<file path="config.mk">
export PLATFORM = sky130hd
export DESIGN_NAME = addr_calc
export DESIGN_NICKNAME = d
export VERILOG_FILES = /design/src/rtl/msp430_pkg.sv /design/src/rtl/addr_calc.sv
export SDC_FILE = /design/constraint.sdc
export NUM_CORES = 1
export LEC_CHECK = 0
export BUFFER_PORTS_ARGS = -buffer_cell sky130_fd_sc_hd__buf_2
export CAP_MARGIN = 15
export CORE_ASPECT_RATIO = 1.75
export CORE_MARGIN = 2
export CORE_UTILIZATION = 40
export CTS_CLUSTER_DIAMETER = 200
export CTS_CLUSTER_SIZE = 16
export DETAILED_ROUTE_END_ITERATION = 10
export PLACE_DENSITY_LB_ADDON = 0.15
export SETUP_SLACK_MARGIN = 0.15
export SLEW_MARGIN = 20
export SYNTH_ARGS = -nofsm -noshare
export SYNTH_HDL_FRONTEND = slang
export SYNTH_SLANG_ARGS = --single-unit
</file>
<file path="constraint.sdc">
create_clock -name clk -period 3.8 [get_ports clk]
set_input_delay 0.38 -clock clk [delete_from_list [all_inputs] [get_ports clk]]
set_output_delay 0.38 -clock clk [all_outputs]
set_load 0.005 [all_outputs]
</file>
<file path="src/rtl/msp430_pkg.sv">
// rtl/msp430_pkg.sv - shared mode and state encodings for the effective-address calculator.
package msp430_pkg;

   typedef enum logic [1:0] {
      MODE_INDEXED  = 2'd0,
      MODE_SYMBOLIC = 2'd1,
      MODE_ABSOLUTE = 2'd2,
      MODE_RESERVED = 2'd3
   } addr_mode_e;

   typedef enum logic [1:0] {
      S_IDLE  = 2'd0,
      S_FETCH = 2'd1,
      S_ADD   = 2'd2,
      S_DONE  = 2'd3
   } calc_state_e;

endpackage

</file>
<file path="src/rtl/addr_calc.sv">
// rtl/addr_calc.sv - effective-address calculator: fetches the extension word, adds
// it to Rn / PC / zero, and holds the result until the consumer clears it.
module addr_calc
   import msp430_pkg::*;
#(
   parameter int TIMEOUT = 15,
   parameter int CNT_W   = 4
) (
   input  logic        clk,
   input  logic        rst_n,
   input  logic        CALC_start,
   input  logic [1:0]  mode,
   input  logic        BW,
   input  logic [15:0] reg_base_in,
   input  logic [15:0] reg_PC_out,
   input  logic [15:0] MDB_out,
   input  logic        MDB_valid,
   input  logic        CALC_clear,
   output logic        ext_req,
   output logic        PC_inc,
   output logic [15:0] CALC_out,
   output logic        CALC_done,
   output logic        calc_err
);

   calc_state_e       state_q, state_d;
   addr_mode_e        mode_q, mode_d;
   logic              bw_q, bw_d;
   logic [15:0]       base_q, base_d;
   logic [15:0]       pc_q, pc_d;
   logic [15:0]       offset_q, offset_d;
   logic [15:0]       calc_out_q, calc_out_d;
   logic [CNT_W-1:0]  cnt_q, cnt_d;
   logic              calc_err_q, calc_err_d;
   logic [15:0]       ea;

   always_ff @(posedge clk or negedge rst_n) begin
      if (!rst_n) begin
         state_q    <= S_IDLE;
         mode_q     <= MODE_INDEXED;
         bw_q       <= 1'b0;
         base_q     <= 16'h0000;
         pc_q       <= 16'h0000;
         offset_q   <= 16'h0000;
         calc_out_q <= 16'h0000;
         cnt_q      <= '0;
         calc_err_q <= 1'b0;
      end else begin
         state_q    <= state_d;
         mode_q     <= mode_d;
         bw_q       <= bw_d;
         base_q     <= base_d;
         pc_q       <= pc_d;
         offset_q   <= offset_d;
         calc_out_q <= calc_out_d;
         cnt_q      <= cnt_d;
         calc_err_q <= calc_err_d;
      end
   end

   always_comb begin
      state_d    = state_q;
      mode_d     = mode_q;
      bw_d       = bw_q;
      base_d     = base_q;
      pc_d       = pc_q;
      offset_d   = offset_q;
      calc_out_d = calc_out_q;
      cnt_d      = cnt_q;
      calc_err_d = 1'b0;
      ea         = offset_q;

      case (mode_q)
         MODE_INDEXED:  ea = base_q + offset_q;
         MODE_SYMBOLIC: ea = pc_q + offset_q;
         default:       ea = offset_q;
      endcase
      // Word accesses are always even-aligned.
      if (!bw_q) ea[0] = 1'b0;

      case (state_q)
         S_IDLE, S_DONE: begin
            if (CALC_start) begin
               if (addr_mode_e'(mode) == MODE_RESERVED) begin
                  calc_err_d = 1'b1;
                  state_d    = S_IDLE;
               end else begin
                  mode_d  = addr_mode_e'(mode);
                  bw_d    = BW;
                  base_d  = reg_base_in;
                  pc_d    = reg_PC_out;
                  cnt_d   = '0;
                  state_d = S_FETCH;
               end
            end else if (state_q == S_DONE && CALC_clear) begin
               state_d = S_IDLE;
            end
         end
         S_FETCH: begin
            // A word arriving on the last allowed cycle still counts.
            if (MDB_valid) begin
               offset_d = MDB_out;
               state_d  = S_ADD;
            end else if (cnt_q == CNT_W'(TIMEOUT - 1)) begin
               calc_err_d = 1'b1;
               cnt_d      = '0;
               state_d    = S_IDLE;
            end else begin
               cnt_d = cnt_q + CNT_W'(1);
            end
         end
         S_ADD: begin
            calc_out_d = ea;
            state_d    = S_DONE;
         end
         default: state_d = S_IDLE;
      endcase
   end

   assign ext_req   = (state_q == S_FETCH);
   assign PC_inc    = (state_q == S_FETCH) && MDB_valid;
   assign CALC_done = (state_q == S_DONE);
   assign CALC_out  = calc_out_q;
   assign calc_err  = calc_err_q;

endmodule

</file>
==> metrics, run 1 <==
status=completed; Worst Path Max Fanout=5; Routed WL=8.50 mm; worst-path cell chain=nand2b_1 > mux2_2 > ha_1 > fa_1 > a211oi_1 > o21a_1 > o21ai_0 > a211oi_1 > xor2_1 > o21ai_0; Crit path buffers/inverters=0; Mapped Cells=338; clock sink count=74; register share of total power=28.1%; YS warnings=0; initial antenna violation count=0; CP arrival=3.22 ns; share of cells above drive strength 1=39.8%; count of final setup violators=0; dpl cells=526; Final Instance Area=4750 sq um; first-pass GRT wire length=14.1 mm; crit start category=register; switching share of power=38.8%; switching pwr=1.95 mW; routed via count=2805; DRC=0; largest net degree at the start of global routing=75; total CTS buffers=9; number of global-route vias before repair=2959; CTS clock-pin slew for the worst setup and hold paths=0.06 ns; row cnt=47; pwr dens=1060 nW/um^2; R2R cell count=10; worst relative slew slack=38.8%; top-count cell post-synth=dfrtp_1; grt ovf=0; worst hold path type=primary input to async pin; die area=10700 sq um; setup slack, reg-to-reg=0.79 ns; Post-synth EDFFs=0; post-synth top area cell=dfrtp_1; Area Overhead vs Synth=20.9%; crit path kind=register to register; Final GP Congestion=0.813; die width=78.9 um; Syn Nets=417; Worst Tran Pin Value=0.919 ns; post-cts resize count=0; vias per std cell=5.18; clock network power share=17.1%; DP HPWL=6.33 mm; Worst setup EP type=register; CTS hold repair buffers=0; Critical Path RT=4.01 ns; final setup margin=0.793 ns; Ports=76; P_leak=2.20 nW; Synth top area share=47.1%; Place WS=0.776 ns; non-filler instance count after layout=542; Initial Util=41.2%; Max-cap violations=0; nets@finish=494; post-CTS setup buffer count=0; FF+latch count, synth=74; CTS tree=built; Top delay family on crit path=compound AO/OA/AOI/OAI gates; Total GRT Usage=17.1%; CTS max path bufs=2; Max Fclk=333 MHz; dpl cell area=4440 sq um; final setup skew=0.00603 ns; top cells by count, synth=dfrtp_1, mux2_2, a21oi_1, ha_1, nor2_1; Most used DFF post-synth=dfrtp_1; Fin. Hold Viols=0; Synth cell types=39; Mean Syn Cell Area=11.6 sq um; port bufs=75; Crit Reg-Reg Startpoint=mode_q[0]; worst skew pair latency=0.34 ns; iteration count of the initial detailed-routing pass=4; vertical die dimension=135 um; Pins Over Slew Limit=0; initial DRC count=107; post-route antenna net violation count=0; fin util=49.9%; RSZ-0062 raised after global routing=no; register area share after synthesis=47.1%; internal power=3.08 mW; ys async rst share=100%; leading post-synthesis cells by cell area=dfrtp_1, mux2_2, ha_1; combinational share of power=54.8%; slowest CP cell=fa_1; Avg WL per Cell=15.7 um; Ant. Diodes=0; Period Utilization, post-route=79.1%; CP max stage delay=0.44 ns; clock root cell=clkbuf_16; setup tns final=0 ns; core area=9530 sq um; post-synthesis cell area=3930 sq um; R2R Path End=CALC_out[14]; H-tree Lvls=3; final worst path period need=3.01 ns; Worst IR Drop VDD=0.400 mV
==> per-layer routing <==
metal,part of all wire (%),GRT usage [%],vias to the layer above
met2,51,29.1,65
met4,2.5,8.62,0
li1,-,-,1375
met5,0,0,-
met1,43,20.5,1351
met3,3.6,3.34,14
==> sequential cells by signal, indices dropped and copies added (netlist names) <==
register  count
pc_q         16
cnt_q         4
mode_q        2
calc_err      1
offset_q     16
bw_q          1
base_q       16
state_q       2
CALC_out     16
==> worst max-delay path by stage <==
stage | startpoint | endpoint | slack [ns] | depth (start not counted)
4_1_cts | mode_q[0] | CALC_out[14] | 0.76 | 10
5_1_grt | mode_q[1] | CALC_out[14] | 0.57 | 10
6_report | mode_q[0] | CALC_out[14] | 0.79 | 10
3_5_place_dp | mode_q[0] | CALC_out[14] | 0.78 | 10
3_3_place_gp | mode_q[0] | CALC_out[14] | 0.87 | 10
2_1_floorplan | mode_q[1] | CALC_out[14] | 0.83 | 11
==> cells in the final DEF (no fill, tap or decap), drive strengths merged, types with 3 or more instances in the layout <==
master and n:
dfrtp 74, mux2 68, a21oi 27, o21ai 16
ha 22, clkbuf 12, mux2i 4, nor2 18
o21a 6, nor2b 12, a31oi 3, xnor2 7
nor3 3, xor2 7, o211ai 4, a211oi 5
nand2 13, nand4 4, inv 7, a21o 7
buf 79
==> worst register-to-register path: stages, from the launching register on <==
cell and delay, ns:
dfrtp_1 0.38, nand2b_1 0.21, mux2_2 0.37, ha_1 0.23, fa_1 0.44, a211oi_1 0.27, o21a_1 0.23, o21ai_0 0.19
a211oi_1 0.33, xor2_1 0.16, o21ai_0 0.08
==> kinds of logic after synthesis <==
| family | after synthesis | share of synthesized area, % |
|---|---|---|
| multiplexers | 72 | 20.5 |
| AO/OA/AOI/OAI | 78 | 12.5 |
| adder cells (fa/ha/maj) | 23 | 7.52 |
| AND/OR/NAND/NOR | 57 | 7.13 |
| XOR/XNOR | 14 | 3.12 |
| flip-flops | 74 | 47.1 |
| buffers and inverters | 20 | 2.04 |
==> metrics by stage <==
stage | power [mW] | hold WS (ns)
2_1_floorplan | 3.53 | 0.0844
3_3_place_gp | 4.14 | 0.485
3_5_place_dp | 4.20 | 0.492
4_1_cts | 5.10 | 0.225
5_1_grt | 5.47 | 0.265
6_report | 5.03 | 0.190
==> power by group through the flow <==
stage / sequential (mW) / clock [mW] / combinational, mW
6_report: 1.41 / 0.859 / 2.76
5_1_grt: 1.47 / 0.925 / 3.08
4_1_cts: 1.42 / 0.887 / 2.79
3_5_place_dp: 1.43 / 0 / 2.77
3_3_place_gp: 1.43 / 0 / 2.72
2_1_floorplan: 1.37 / 0 / 2.16
==> area by class of cell <==
cell class / count / area [sq um]
Tap cell: 122 / 153
Clock buffer: 12 / 256
Timing Repair Buffer: 79 / 408
Multi-Input combinational cell: 244 / 2000
Inverter: 7 / 26.3
Fill cell: 918 / 4780
Sequential cell: 74 / 1850
Clock inverter: 4 / 50.0
No activity file was read; power rests on OpenSTA's default activity.
==> run 2, diff against run 1 <==
- ABC_AREA: unset -> 1
- clock period: 3.8 -> 2.4 ns (I/O delays scaled with it)
==> run 2 against run 1 <==
Global-route usage is 4.8 points higher. Via count rose by 41%. Maximum frequency is 31% higher. Largest cell class unchanged. Synthesized cell count is 67% higher. Final area grew 18%. Core utilization up 4.4 points.
==> metrics, run 2 <==
status=completed; switching pwr=4.03 mW (+110%); iteration count of the initial detailed-routing pass=4 (unchanged); Mapped Cells=563 (+67%); core area=10300 sq um (+8.1%); row cnt=49 (+4.3%); initial antenna violation count=0 (unchanged); Routed WL=11.9 mm (+40%); CTS max path bufs=2 (unchanged); CP arrival=2.53 ns (-0.69 ns); routed via count=3948 (+41%); Avg WL per Cell=15.0 um (-4.1%); post-synthesis cell area=4230 sq um (+7.8%); Total GRT Usage=22.0% (+4.8 points); P_leak=3.05 nW (+38%); FF+latch count, synth=74 (unchanged); CTS clock-pin slew for the worst setup and hold paths=0.06 ns (about the same); ys async rst share=100% (unchanged); hold slack=0.0939 ns (-0.0961 ns); RSZ-0062 raised after global routing=yes; Fin. Hold Viols=0 (unchanged); total CTS buffers=9 (unchanged); die area=11500 sq um (+7.5%); DP HPWL=8.65 mm (+37%); worst skew pair latency=0.34 ns (about the same); port bufs=75 (unchanged); Worst Tran Pin Value=0.998 ns (+0.0796 ns); CTS tree=built; clock root cell=clkbuf_16; clock network power share=14.8% (-2.3 points); Syn Nets=642 (+54%); first-pass GRT wire length=19.0 mm (+35%); Period Utilization, post-route=96.0% (+17 points); die width=81.8 um (+3.6%); combinational share of power=59.9% (+5.1 points); Place WS=-0.0422 ns (-0.818 ns); register area share after synthesis=43.7% (-3.4 points); count of final setup violators=0 (unchanged); H-tree Lvls=3 (unchanged); YS warnings=0 (unchanged); Ports=76 (unchanged); Critical Path RT=2.63 ns (-1.38 ns); post-route antenna net violation count=0 (unchanged); Most used DFF post-synth=dfrtp_1; final setup margin=0.0962 ns (-0.696 ns); Area Overhead vs Synth=31.9%; crit start category=register; number of global-route vias before repair=4039 (+36%); Worst IR Drop VDD=0.715 mV (+79%); leading post-synthesis cells by cell area=dfrtp_1, nand2_1, ha_1; crit path kind=register to register; vertical die dimension=140 um (+3.7%); post-synth top area cell=dfrtp_1; largest net degree at the start of global routing=39 (-48%); nets@finish=740 (+50%); register share of total power=25.2% (-2.9 points); Synth top area share=43.7% (-3.4 points); Mean Syn Cell Area=7.52 sq um (-35%); worst relative slew slack=33.4% (-5.4 points); Post-synth EDFFs=0 (unchanged); top-count cell post-synth=nand2_1; worst hold path type=primary input to register; setup tns final=0 ns (unchanged); DRC=0 (unchanged); most common cell after layout, fill and taps aside=nand2_1; switching share of power=44.4% (+5.6 points); Initial Util=41.1% (-0.13 points); clock sink count=74 (unchanged); Max Fclk=434 MHz (+31%); Pins Over Slew Limit=0 (unchanged); vias per std cell=4.98 (-3.8%); Final Instance Area=5590 sq um (+18%); pwr dens=1630 nW/um^2 (+54%); most frequent cells in the layout=nand2_1, buf_2, dfrtp_1; Synth cell types=35 (-10%); grt ovf=0 (unchanged); dpl cell area=4830 sq um (+8.8%); Ant. Diodes=0 (unchanged); top cells by count, synth=nand2_1, dfrtp_1, inv_1, nand3_1, a21oi_1; final setup skew=0.00629 ns (+0.000260 ns); Final GP Congestion=0.928 (+14%); Max-cap violations=0 (unchanged); initial DRC count=257 (+140%); internal power=5.05 mW (+64%); Pwr Total=9.08 mW (+81%); Worst Path Max Fanout=7 (+2); share of cells above drive strength 1=29.0% (-11 points); Worst setup EP type=register; final worst path period need=2.30 ns (-0.704 ns)
==> run 2: cell types whose count changed in the layout (fill, tap and decap cells not counted), sizes merged, moves of 4 or more <==
cell    delta
a21oi      -4
xnor2      -6
mux2i      -4
mux2      -53
nand2    +241
inv       +57
o21a       -5
nand3     +23
a21o       -7
nor2b     -12
o21ai      +9
a211oi     -5
buf       +23
==> run 2: cell families after synthesis <==
| kind of cell | Yosys count | synth area share (%) |
|---|---|---|
| mux | 15 | 3.99 |
| compound gates | 55 | 7.00 |
| flops | 74 | 43.7 |
| xor+xnor | 6 | 1.24 |
| fa+ha+maj | 23 | 6.97 |
| simple gates | 308 | 29.0 |
| buf+inv | 82 | 8.04 |
==> run 2: final cells by class <==
| type | instances | area [sq um] |
|---|---|---|
| clock buffers | 12 | 246 |
| clock inverters | 4 | 51.3 |
| fillers | 993 | 4710 |
| inverters | 65 | 246 |
| multi-input cells | 408 | 2430 |
| flip-flops and latches | 74 | 1850 |
| well taps | 127 | 159 |
| repair buffers | 103 | 601 |
==> run 2: metal layers <==
metal | global-route usage, % | share of wire (%) | vias to the layer above
met1 | 22.5 | 37 | 1877
met3 | 4.32 | 3.0 | 32
met2 | 40.6 | 56 | 85
met4 | 10.6 | 4.7 | 0
li1 | - | - | 1954
met5 | 0 | 0 | -
==> run 2: final timing paths <==
path	from	to	slack, ns	cells past startpoint
worst min-delay path	MDB_out[1]	offset_q[1]	0.09	3
worst min register to register	base_q[12]	base_q[12]	0.47	2
max in group asynchronous	rst_n	base_q[4]	1.21	3
worst max register to register	mode_q[1]	CALC_out[8]	0.1	14
worst max-delay path	mode_q[1]	CALC_out[8]	0.1	14
min in group asynchronous	rst_n	base_q[10]	0.51	2
==> run 2: critical path, cell delays in order, from the launching register on <==
cell and delay [ns]:
dfrtp_1 0.41, inv_4 0.13, nand2_8 0.10, mux2_4 0.33
ha_4 0.17, fa_2 0.34, nand2_2 0.08, nand2_2 0.06
and2_4 0.16, nand2_2 0.06, nand2_2 0.05, xnor2_2 0.14
nand2_1 0.06, nand2_1 0.06, nand2_1 0.04
==> run 2: stage by stage <==
step | utilization [%] | std cells
after floorplan | - | 563
after global routing | 54.2 | 793
after detailed placement | 46.9 | 767
after CTS | 51.9 | 790
final | 54.2 | 793
after global placement | 46.9 | 767
==> run 2: repair_timing <==
item / 4_1_cts / 5_1_grt
cloned: 1 / 0
hold buffers: 1 / 0
setup buffers: 5 / 3
pin swaps: 5 / 16
gates resized for setup: 25 / 47
setup endpoints to repair: 12 / 12
hold endpoints to repair: 15 / 0
==> run 2: power groups by stage <==
stage / clock network, mW / logic (mW) / registers [mW]
after floorplan: 0 / 3.03 / 2.11
after global placement: 0 / 4.20 / 2.21
after detailed placement: 0 / 4.26 / 2.22
after CTS: 1.38 / 4.75 / 2.25
after global routing: 1.43 / 6.05 / 2.36
final: 1.35 / 5.44 / 2.29
